### src/rtl/pipe_chain.sv
`default_nettype none
// ============================================================================
// Module      : pipe_chain
// Description : Generic elastic pipeline-register chain of DEPTH stages with
//               WIDTH-bit payload. Valid/ready handshake on both ends, a
//               per-stage hold and flush vector, occupancy reporting and a
//               saturating count of entries discarded by flush.
//               Stage 0 is the youngest; stage DEPTH-1 drives the output.
// Revision    : 1.0 - initial release
// ============================================================================
module pipe_chain #(
    parameter int WIDTH = 32,
    parameter int DEPTH = 4,
    parameter int CNT_W = 16
) (
    input  logic                       clk,
    input  logic                       rst,
    input  logic                       in_valid,
    output logic                       in_ready,
    input  logic [WIDTH-1:0]           in_data,
    output logic                       out_valid,
    input  logic                       out_ready,
    output logic [WIDTH-1:0]           out_data,
    input  logic [DEPTH-1:0]           hold,
    input  logic [DEPTH-1:0]           flush,
    output logic [$clog2(DEPTH+1)-1:0] occupancy,
    output logic [CNT_W-1:0]           drop_cnt
);

    // Width of the occupancy / per-cycle drop count, and of the widened
    // drop-counter sum used to detect saturation without wrapping.
    localparam int c_OCC_W = $clog2(DEPTH+1);
    localparam int c_SUM_W = CNT_W + c_OCC_W;

    // ------------------------------------------------------------------------
    // Stage state
    // ------------------------------------------------------------------------
    logic [DEPTH-1:0] r_v;
    logic [WIDTH-1:0] r_d [DEPTH];
    logic [CNT_W-1:0] r_drop_cnt;

    // ------------------------------------------------------------------------
    // Handshake terms
    // ------------------------------------------------------------------------
    logic [DEPTH-1:0] w_alive;      // resident entry survives this cycle
    logic [DEPTH-1:0] w_dn_rdy;     // the stage below can take an entry
    logic [DEPTH-1:0] w_go;         // resident entry moves down this cycle
    logic [DEPTH-1:0] w_free;       // stage can take a new entry this cycle
    logic             w_rdy_chain;  // ripple carrier for the ready chain
    logic             w_acc;        // input transfer this cycle

    // Next-state terms
    logic [DEPTH-1:0] w_load;       // stage loads a new entry at the edge
    logic [DEPTH-1:0] w_v_next;

    // Counting terms
    logic [c_OCC_W-1:0] w_occ;
    logic [c_OCC_W-1:0] w_drop_num;
    logic [c_SUM_W-1:0] w_drop_sum;
    logic [CNT_W-1:0]   w_drop_next;

    // Ready ripples from the output back towards stage 0: a stage is free
    // when it is empty, its resident is being flushed, or it is moving on.
    // Walking top-down inside one block keeps the chain free of loops.
    always_comb begin : p_handshake
        w_alive     = r_v & ~flush;
        w_dn_rdy    = '0;
        w_go        = '0;
        w_free      = '0;
        w_rdy_chain = out_ready;
        for (int i = DEPTH-1; i >= 0; i--) begin
            w_dn_rdy[i] = w_rdy_chain;
            w_go[i]     = w_alive[i] & ~hold[i] & w_dn_rdy[i];
            w_free[i]   = ~r_v[i] | flush[i] | w_go[i];
            w_rdy_chain = w_free[i];
        end
    end

    // The chain refuses input while reset is asserted, even though every
    // stage is already empty at that point.
    assign in_ready = w_free[0] & rst;
    assign w_acc    = in_valid & in_ready;

    // A held or flushed output stage never presents its entry.
    assign out_valid = w_alive[DEPTH-1] & ~hold[DEPTH-1];
    assign out_data  = r_d[DEPTH-1];

    // A stage keeps a surviving resident that does not move, and loads
    // whatever arrives from above; an arrival is kept even if the resident
    // of the same stage is being flushed in that cycle.
    always_comb begin : p_next
        w_load    = '0;
        w_load[0] = w_acc;
        for (int i = 1; i < DEPTH; i++) begin
            w_load[i] = w_go[i-1];
        end
        w_v_next = (w_alive & ~w_go) | w_load;
    end

    // Valid bits of every stage.
    always_ff @(posedge clk or negedge rst) begin : p_valid
        if (!rst) begin
            r_v <= '0;
        end else begin
            r_v <= w_v_next;
        end
    end

    // Payload registers only change on a load, so idle stages stay quiet.
    always_ff @(posedge clk or negedge rst) begin : p_payload
        if (!rst) begin
            for (int i = 0; i < DEPTH; i++) begin
                r_d[i] <= '0;
            end
        end else begin
            if (w_load[0]) begin
                r_d[0] <= in_data;
            end
            for (int i = 1; i < DEPTH; i++) begin
                if (w_load[i]) begin
                    r_d[i] <= r_d[i-1];
                end
            end
        end
    end

    // Population counts: stored entries, and residents dropped this cycle.
    always_comb begin : p_count
        w_occ      = '0;
        w_drop_num = '0;
        for (int i = 0; i < DEPTH; i++) begin
            w_occ      = w_occ + c_OCC_W'(r_v[i]);
            w_drop_num = w_drop_num + c_OCC_W'(r_v[i] & flush[i]);
        end
    end

    // The sum is formed one field wider than the counter; any carry into
    // the upper field pins the counter at all-ones.
    always_comb begin : p_drop_sat
        w_drop_sum  = c_SUM_W'(r_drop_cnt) + c_SUM_W'(w_drop_num);
        w_drop_next = w_drop_sum[CNT_W-1:0];
        if (|w_drop_sum[c_SUM_W-1:CNT_W]) begin
            w_drop_next = '1;
        end
    end

    // Saturating flush-drop counter.
    always_ff @(posedge clk or negedge rst) begin : p_drop_cnt
        if (!rst) begin
            r_drop_cnt <= '0;
        end else begin
            r_drop_cnt <= w_drop_next;
        end
    end

    assign occupancy = w_occ;
    assign drop_cnt  = r_drop_cnt;

endmodule
`default_nettype wire
### config.mk
export PLATFORM = sky130hd
export DESIGN_NAME = pipe_chain
export DESIGN_NICKNAME = d
export VERILOG_FILES = /design/src/rtl/pipe_chain.sv
export SDC_FILE = /design/constraint.sdc
export NUM_CORES = 1
export LEC_CHECK = 0
export BUFFER_PORTS_ARGS = -buffer_cell sky130_fd_sc_hd__buf_2
export CORE_UTILIZATION = 40
export DETAILED_ROUTE_END_ITERATION = 7
export MAX_ROUTING_LAYER = met4
export PLACE_DENSITY = 0.65
export SLEW_MARGIN = 10
export SYNTH_ARGS = -nofsm -noshare
export SYNTH_HDL_FRONTEND = slang
export SYNTH_SLANG_ARGS = --single-unit
### constraint.sdc
create_clock -name clk -period 3 [get_ports clk]
set_input_delay 0.3 -clock clk [delete_from_list [all_inputs] [get_ports clk]]
set_output_delay 0.3 -clock clk [all_outputs]
set_load 0.05 [all_outputs]
==> impl_metrics.json, run 1 <==
{
  "cts_tree": "done",
  "syn_inst": 424,
  "cts_root_buf": "clkbuf_16",
  "pwr_density_cell_nw_per_um2": 809,
  "initialDrtViolationCount": 105,
  "htree_levels": 4,
  "maxSlewHeadroom_pct": 53.6,
  "maxSlewViolCount": 0,
  "dieArea_um2": 16000,
  "io_buffers": 96,
  "io_pins": 97,
  "worstPathArrival_ns": 3.03,
  "synth_edf_count": 0,
  "cts.sinks": 148,
  "worstMarginPinSlew_ns": 0.693,
  "synth.area.top_cells": "dfrtp_1 (60%), mux2_2 (21%), buf_4 (4.2%)",
  "power_uw": 5940,
  "cts.clk_slew.worst_paths_ns": 0.06,
  "synth.most_common_cell": "dfrtp_1",
  "worstSetupEndpoint": "drop_cnt[14]$_DFF_PN0_",
  "synth_common_cells": "dfrtp_1 (148), mux2_2 (117), buf_4 (35)",
  "worstSkewPairLatency_ns": 0.41,
  "vias_per_cell": 4.94,
  "reg2reg_slack_ns": 0.27,
  "initial_core_util_pct": 40.8,
  "synth-main-ff-cell": "dfrtp_1",
  "ys_types": 41,
  "ys_seq_area_share_pct": 59.7,
  "synthArstFlopShare_pct": 100,
  "stdcell_area_um2": 7340,
  "die_h_um": 127,
  "via_count": 3476,
  "ys_seq_elements": 148,
  "cts_setup_buffers": 0,
  "nets": 553,
  "end_kind": "flip-flop",
  "hold_class": "input port to flip-flop",
  "fin_crit_ns": 2.73,
  "critical_path.startpoint": "r_v[3]$_DFF_PN0_",
  "startpoint_type": "flip-flop",
  "finalHoldViolCount": 0,
  "cp_slowest_stage_delay_ns": 0.49,
  "r2r_end": "drop_cnt[14]$_DFF_PN0_",
  "reg2reg_depth": 9,
  "r2r-start": "r_v[3]$_DFF_PN0_",
  "core.rowCount": 45,
  "syn_to_final_growth_pct": 18.2,
  "hpwl_mm": 7.33,
  "ys_warn_count": 0,
  "gp_congestion": 0.764,
  "outcome": "finished clean",
  "grt_max_degree": 125,
  "crit_top_cell": "fa_1",
  "drv_cap": 0,
  "maxClockFrequency_mhz": 367,
  "synth_area_per_cell_um2": 14.6,
  "grt_pass1_vias": 3687,
  "first_pass_iters": 4,
  "total_leakage_power_uw": 0.00365,
  "drive_above_1_share_pct": 50.3,
  "crit_required_ns": 3.30,
  "clock-skew-final_ns": 0.00560,
  "clk_path_buf_depth": 2,
  "finalSetupViolations": 0,
  "final.setup.tns_ns": 0,
  "vdd_drop_max_uv": 389,
  "cts_hold_buffers": 1,
  "grt_pass1_wl_mm": 18.6,
  "cts_buffers": 17,
  "yosys.area.top_type": "dfrtp_1",
  "die_w_um": 127,
  "mappedNetlistNets": 475,
  "drt_drc_violations_left": 0,
  "cp_max_fo": 5,
  "stdcell_count": 704,
  "drt_wl_total_mm": 11.0,
  "path_cells": "nand2_1 > fa_1 > fa_1 > inv_1 > fa_1 > nand3_1 > nor2_1 > nand3_1 > mux2_2",
  "ant_nets": 0,
  "dp_cells": 670,
  "cts_resized": 0,
  "synth_top_area_share_pct": 59.7,
  "wire_per_inst_um": 15.6,
  "syn-cell-area_um2": 6210,
  "grt-ovfl-total": 0,
  "rsz0062_at_grt": "false",
  "period_share_pct": 90.8,
  "track_usage_pct": 15.8,
  "placed_cell_area_um2": 6690,
  "cp_slowest_cell": "fa_1",
  "crit_type": "flip-flop to flip-flop",
  "design.core.area_um2": 15200,
  "antenna_found_initial": 1
}
-- cell usage in the layout, fill, tap and decap left out, types with 2 or more instances in the layout --
cell type	n
o22ai_1	2
nor2b_1	2
clkbuf_8	2
xnor2_1	4
nor3_1	3
bufinv_16	4
mux2_1	12
dfrtp_1	148
nor2_1	5
nand2b_1	4
o2111ai_1	2
a21oi_1	2
o21ai_4	2
nand2_1	19
clkinv_2	2
ha_1	3
xor2_1	5
nand3_1	7
o21ai_0	6
fa_1	4
clkbuf_16	17
buf_2	95
mux2_2	117
and3_1	2
buf_4	4
and4_1	2
clkinvlp_4	4
inv_1	12
buf_12	3
-- cells by family after synthesis --
kind of cell | after synthesis | share of synthesized area (%)
flip-flops | 148 | 59.7
multiplexers | 130 | 23.6
buffers and inverters | 57 | 6.35
AND/OR/NAND/NOR | 50 | 4.17
AO/OA/AOI/OAI | 23 | 3.10
XOR/XNOR | 9 | 1.27
adder cells (fa/ha/maj) | 7 | 1.89
-- cell type report --
type	instances	area, µm²
Clock buffer	20	457
Multi-Input combinational cell	219	2130
Clock inverter	12	178
Timing Repair Buffer	104	587
Sequential cell	148	3700
Tap cell	188	235
Antenna cell	1	2.50
Fill cell	1350	7860
Inverter	12	45.0
-- how the worst min path moves through the flow --
stage                      startpoint               endpoint  slack, ns  cells past startpoint
after floorplan                   rst  drop_cnt[0]$_DFF_PN0_      0.004                      0
after global placement            rst    r_d[42]$_DFFE_PN0P_       0.19                      1
after detailed placement          rst   r_d[106]$_DFFE_PN0P_       0.19                      1
after CTS                 in_data[24]   r_d[120]$_DFFE_PN0P_       0.07                      2
after global routing      in_data[24]   r_d[120]$_DFFE_PN0P_       0.09                      2
final                     in_data[24]   r_d[120]$_DFFE_PN0P_        0.1                      2
-- routing by layer --
metal | routed length [µm] | global-route usage (%) | part of all wire, % | vias up
met5 | 0 | - | 0 | -
met2 | 5380 | 25.2 | 49 | 66
met4 | 225 | 7.73 | 2.0 | 0
met3 | 493 | 4.60 | 4.5 | 18
met1 | 4910 | 18.3 | 45 | 1788
li1 | - | - | - | 1604
-- state kept, by name, summed over array words and instances, names as in the netlist --
name,cells
r_v,4
out_data,32
r_d,96
drop_cnt,16
-- stage by stage --
| step | worst slack, ns | utilization (%) | hold slack, ns |
|---|---|---|---|
| finish | 0.275 | 48.3 | 0.0973 |
| detailed placement | 0.187 | 44.0 | 0.192 |
| global placement | 0.285 | 44.0 | 0.188 |
| CTS | 0.243 | 48.3 | 0.0746 |
| global route | 0.00906 | 48.3 | 0.0869 |
| floorplan | 0.118 | - | 0.00441 |
-- critical path: cells and delay by family (launching register included) --
family	cells	cell delay, ns
mux	1	0.28
flops	1	0.37
fa+ha+maj	3	1.14
simple gates	4	0.75
buf+inv	1	0.08
-- report_power, final --
| group | switching, µW | total (µW) | internal [µW] |
|---|---|---|---|
| sequential | 238 | 2700 | 2460 |
| clock | 812 | 2250 | 1440 |
| combinational | 544 | 992 | 448 |
| total | 1590 | 5940 | 4340 |
No activity file was read; power rests on OpenSTA's default activity.
==> run 2: changes to the inputs <==
--- a/config.mk
+++ b/config.mk
@@ -6,10 +6,13 @@
 export NUM_CORES = 1
 export LEC_CHECK = 0
 export BUFFER_PORTS_ARGS = -buffer_cell sky130_fd_sc_hd__buf_2
+export CELL_PAD_IN_SITES_DETAIL_PLACEMENT = 1
+export CELL_PAD_IN_SITES_GLOBAL_PLACEMENT = 1
 export CORE_UTILIZATION = 40
+export CTS_CLUSTER_DIAMETER = 120
 export DETAILED_ROUTE_END_ITERATION = 7
 export MAX_ROUTING_LAYER = met4
-export PLACE_DENSITY = 0.65
+export PLACE_DENSITY = 0.75
 export SLEW_MARGIN = 10
 export SYNTH_ARGS = -nofsm -noshare
 export SYNTH_HDL_FRONTEND = slang
==> impl_metrics.json, run 2 (synthesis gave the netlist of run 1 again) <==
{
  "antenna_found_initial": 0,
  "vdd_drop_max_uv": 409,
  "path_cells": "nand2_1 > fa_1 > fa_1 > inv_1 > fa_1 > nand3_1 > nor2_1 > nand3_1 > mux2_2",
  "total_leakage_power_uw": 0.00365,
  "gp_congestion": 0.796,
  "cp_slowest_cell": "fa_1",
  "syn_to_final_growth_pct": 18.0,
  "cts_hold_buffers": 1,
  "period_share_pct": 92.2,
  "initialDrtViolationCount": 101,
  "layout_common_cells": "dfrtp_1 (148), mux2_2 (117), buf_2 (95)",
  "cts_buffers": 17,
  "hp-start": "in_data[29]",
  "end_kind": "flip-flop",
  "final_common_cell": "dfrtp_1",
  "via_count": 3498,
  "grt_max_degree": 83,
  "cts.sinks": 148,
  "fin_crit_ns": 2.76,
  "final.setup.tns_ns": 0,
  "cts.clk_slew.worst_paths_ns": 0.06,
  "crit_required_ns": 3.30,
  "met2_length_mm": 6.23,
  "clock-skew-final_ns": 0.0109,
  "worstMarginPinSlew_ns": 1.03,
  "maxClockFrequency_mhz": 362,
  "r2r-start": "r_v[3]$_DFF_PN0_",
  "io_pins": 97,
  "clk_path_buf_depth": 2,
  "finalHoldViolCount": 0,
  "crit_type": "flip-flop to flip-flop",
  "reg2reg_slack_ns": 0.24,
  "largest_reg_flops": 96,
  "crit_top_cell": "fa_1",
  "track_usage_pct": 17.7,
  "p_switching_uw": 1610,
  "die_h_um": 127,
  "power_frac_seq_pct": 45.4,
  "grt_pass1_wl_mm": 20.8,
  "cts_setup_buffers": 0,
  "outcome": "finished clean",
  "drv_cap": 0,
  "wl_met1_mm": 5.37,
  "cp_slowest_stage_delay_ns": 0.49,
  "power.internal_uw": 4390,
  "wl_met3_um": 520,
  "comb_power_share_pct": 16.8,
  "htree_levels": 4,
  "regMostFlops": "r_d",
  "die_w_um": 127,
  "vias_per_cell": 4.97,
  "rsz0062_at_grt": "false",
  "grt_pass1_vias": 3942,
  "antenna_cells": 0,
  "drive_above_1_share_pct": 50.0,
  "hold_class": "input port to flip-flop",
  "cts_root_buf": "clkbuf_16",
  "grt-ovfl-total": 0,
  "worstSetupEndpoint": "drop_cnt[14]$_DFF_PN0_",
  "setup_slack_ns": 0.235,
  "design.core.area_um2": 15200,
  "sw_frac_of_total_pct": 26.9,
  "cts_resized": 0,
  "cp_max_fo": 5,
  "drt_drc_violations_left": 0,
  "cts_tree": "done",
  "n_fill_cell": 1561,
  "r2r_end": "drop_cnt[14]$_DFF_PN0_",
  "worstSkewPairLatency_ns": 0.42,
  "finalSetupViolations": 0,
  "startpoint_type": "flip-flop",
  "routed.top_layer": "met4",
  "maxSlewViolCount": 0,
  "wire_per_inst_um": 17.4,
  "dieArea_um2": 16000,
  "worstPathArrival_ns": 3.07,
  "hpwl_mm": 7.97,
  "io_buffers": 96,
  "reg2reg_depth": 9,
  "critical_path.startpoint": "r_v[3]$_DFF_PN0_",
  "nets": 554,
  "maxSlewHeadroom_pct": 31.1,
  "drt_wl_total_mm": 12.3,
  "ant_nets": 0,
  "pwr_density_cell_nw_per_um2": 819,
  "initial_core_util_pct": 40.8,
  "pre_cts_ws_ns": 0.176,
  "first_pass_iters": 4,
  "core.rowCount": 45,
  "power_frac_clock_pct": 37.8
}
==> run 2: cell types whose count changed in the layout (fill, tap and decap cells not counted), sizes merged <==
cell	previous run	this run
inv	13	12
buf	103	104
clkinvlp	4	1
diode	1	0
clkbuf	20	24
==> run 2: power groups by stage <==
stage / Combinational [µW] / Clock, µW / Sequential (µW)
floorplan: 708 / 0 / 2790
global placement: 975 / 0 / 2720
detailed placement: 1020 / 0 / 2760
CTS: 1030 / 2340 / 2730
global route: 1100 / 2420 / 2800
finish: 1010 / 2270 / 2720
==> run 2: cell type report <==
class,count,area [µm²],share of cell area (%)
clock buffers,24,492,6.71
clock inverters,8,146,2.00
inverters,12,45.0,0.615
multi-input cells,219,2130,29.1
flip-flops and latches,148,3700,50.6
well taps,188,235,3.21
repair buffers,105,569,7.77
==> run 2: how the worst min path moves through the flow <==
stage / cells after the start / slack [ns] / endpoint
2_1_floorplan: 0 / 0.004 / drop_cnt[0]$_DFF_PN0_
3_3_place_gp: 1 / 0.19 / r_d[122]$_DFFE_PN0P_
3_5_place_dp: 1 / 0.20 / r_d[122]$_DFFE_PN0P_
4_1_cts: 2 / 0.07 / r_d[125]$_DFFE_PN0P_
5_1_grt: 2 / 0.08 / r_d[102]$_DFFE_PN0P_
6_report: 2 / 0.09 / r_d[125]$_DFFE_PN0P_
==> run 2: routing by layer <==
layer | up-vias | track usage (%)
li1 | 1601 | -
met1 | 1810 | 21.5
met2 | 75 | 28.3
met3 | 12 | 4.93
met4 | 0 | 6.38
met5 | - | -
==> run 2: through the flow <==
step           instances  utilization [%]  cell area, µm²  power (µW)  hold slack [ns]
2_1_floorplan        424                -            6210        3500          0.00441
6_report             704             48.2            7320        6000           0.0935
4_1_cts              704             48.2            7320        6100           0.0732
5_1_grt              704             48.2            7320        6320           0.0833
3_3_place_gp         671             43.9            6680        3690            0.188
3_5_place_dp         671             43.9            6680        3780            0.199
==> run 2: critical path, delay by kind of cell (launching register included) <==
family	cells	cell delay, ns
adder cells (fa/ha/maj)	3	1.16
AND/OR/NAND/NOR	4	0.74
flip-flops	1	0.39
multiplexers	1	0.28
buffers and inverters	1	0.08
==> run 3: changes to the inputs <==
--- a/config.mk
+++ b/config.mk
@@ -8,11 +8,13 @@
 export BUFFER_PORTS_ARGS = -buffer_cell sky130_fd_sc_hd__buf_2
 export CELL_PAD_IN_SITES_DETAIL_PLACEMENT = 1
 export CELL_PAD_IN_SITES_GLOBAL_PLACEMENT = 1
-export CORE_UTILIZATION = 40
+export CORE_MARGIN = 4
+export CORE_UTILIZATION = 35
 export CTS_CLUSTER_DIAMETER = 120
 export DETAILED_ROUTE_END_ITERATION = 7
+export GPL_TIMING_DRIVEN = 0
 export MAX_ROUTING_LAYER = met4
-export PLACE_DENSITY = 0.75
+export PLACE_DENSITY = 0.67
 export SLEW_MARGIN = 10
 export SYNTH_ARGS = -nofsm -noshare
 export SYNTH_HDL_FRONTEND = slang
==> impl_metrics.json, run 3 (synthesis gave the netlist of run 1 again) <==
{
  "outcome": "finished clean",
  "hp-start": "in_data[24]",
  "layout_common_cells": "dfrtp_1 (148), mux2_2 (117), buf_2 (98)",
  "multiInputGateArea_um2": 2120,
  "worstSkewPairLatency_ns": 0.42,
  "layout.area.seq_um2": 3700,
  "maxSlewViolCount": 0,
  "die_h_um": 141,
  "total_leakage_power_uw": 0.00383,
  "fin_crit_ns": 2.72,
  "finalSetupViolations": 0,
  "first_pass_iters": 4,
  "cts_setup_buffers": 0,
  "dieArea_um2": 19900,
  "htree_levels": 4,
  "cts_tree": "done",
  "cts_buffers": 17,
  "wire_per_inst_um": 15.9,
  "final_util_pct": 43.9,
  "grt-ovfl-total": 0,
  "cts_root_buf": "clkbuf_16",
  "initial_core_util_pct": 35.8,
  "largest_reg_flops": 96,
  "startpoint_type": "flip-flop",
  "cp_max_fo": 10,
  "drt_wl_total_mm": 12.4,
  "design.core.area_um2": 17400,
  "regMostFlops": "r_d",
  "nets": 592,
  "maxSlewHeadroom_pct": 65.0,
  "maxClockFrequency_mhz": 368,
  "drv_cap": 0,
  "finalHoldViolCount": 0,
  "cts.sinks": 148,
  "hpwl_mm": 8.64,
  "grt_pass1_wl_mm": 20.9,
  "r2r-start": "r_v[3]$_DFF_PN0_",
  "track_usage_pct": 14.0,
  "vdd_drop_max_uv": 513,
  "clk_path_buf_depth": 2,
  "rsz0062_at_grt": "false",
  "initialDrtViolationCount": 70,
  "hold_class": "input port to flip-flop",
  "io_buffers": 96,
  "ant_nets": 0,
  "crit_type": "flip-flop to flip-flop",
  "crit_top_cell": "fa_1",
  "drt_drc_violations_left": 0,
  "end_kind": "flip-flop",
  "antenna_cells": 0,
  "period_share_pct": 90.6,
  "syn_to_final_growth_pct": 22.7,
  "via_count": 3622,
  "vias_per_cell": 4.65,
  "drive_above_1_share_pct": 53.6,
  "gp_congestion": 0.757,
  "io_pins": 97,
  "final_common_cell": "dfrtp_1",
  "worstPathArrival_ns": 3.07,
  "crit_required_ns": 3.35,
  "die_w_um": 141,
  "core.rowCount": 48,
  "n_fill_cell": 1779,
  "critical_path.startpoint": "r_v[3]$_DFF_PN0_",
  "cp_slowest_cell": "fa_1",
  "path_cells": "nand2_1 > fa_1 > fa_1 > inv_1 > fa_1 > nand3_2 > nor2_4 > nand3_1 > clkbuf_2 > nand2_1",
  "whs_ns": 0.0930,
  "worstMarginPinSlew_ns": 0.526,
  "pwr_density_cell_nw_per_um2": 769,
  "cp_slowest_stage_delay_ns": 0.50,
  "clock-skew-final_ns": 0.0108,
  "grt_pass1_vias": 4089,
  "grt_max_degree": 85,
  "cts.clk_slew.worst_paths_ns": 0.06,
  "antenna_found_initial": 0
}
[run 3: path summary, 6_finish.rpt]
check | to | slack (ns) | cells past startpoint
setup / recovery | drop_cnt[3]$_DFF_PN0_ | 0.28 | 10
hold / removal | r_d[120]$_DFFE_PN0P_ | 0.09 | 2
setup reg to reg | drop_cnt[3]$_DFF_PN0_ | 0.28 | 10
hold reg to reg | r_d[124]$_DFFE_PN0P_ | 0.49 | 1
max in group asynchronous | r_d[104]$_DFFE_PN0P_ | 1.79 | 3
min in group asynchronous | r_d[117]$_DFFE_PN0P_ | 0.42 | 2
[run 3: final cells by class]
| cell class | instances | area share (%) |
|---|---|---|
| sequential | 148 | 48.6 |
| multi-input combinational | 219 | 27.9 |
| timing repair buffer | 98 | 6.93 |
| clock buffer | 21 | 6.04 |
| buffer | 45 | 4.60 |
| tap | 225 | 3.70 |
| clock inverter | 11 | 1.64 |
| inverter | 12 | 0.591 |
[run 3: metrics by stage]
| step | setup TNS, ns | cells | worst slack [ns] | cell area (µm²) | total power, µW |
|---|---|---|---|---|---|
| after detailed placement | -0.456 | 746 | -0.0623 | 7010 | 3820 |
| after CTS | 0 | 779 | 0.0493 | 7610 | 5970 |
| after global placement | -116.73 | 745 | -1.10 | 6970 | 3740 |
| after floorplan | 0 | 424 | 0.118 | 6210 | 3500 |
| after global routing | 0 | 779 | 0.0420 | 7620 | 6200 |
| final | 0 | 779 | 0.283 | 7620 | 5860 |
[run 3: where the power goes]
group          switching [µW]  total [µW]  internal (µW)
Combinational             558        1060            497
Clock                     827        2100           1270
Sequential                242        2700           2460
Total                    1630        5860           4230
[run 3: worst max-delay path: cells and delay by family, from the launching register on]
kind	cells	cell delay (ns)
simple gates	5	0.75
fa+ha+maj	3	1.18
buf+inv	2	0.33
flops	1	0.40
[run 3: routing by layer]
metal / wire (µm) / track usage, % / vias up
li1: - / - / 1668
met1: 5080 / 16.0 / 1854
met2: 6490 / 23.2 / 75
met3: 516 / 3.77 / 25
met4: 271 / 5.86 / 0
met5: 0 / - / -
[run 3: repair_timing]
item / CTS / global route
endpoints found under the setup margin: 10 / 10
gates resized for setup: 1 / 4
hold buffers: 1 / 0
hold endpoints to repair: 64 / 0
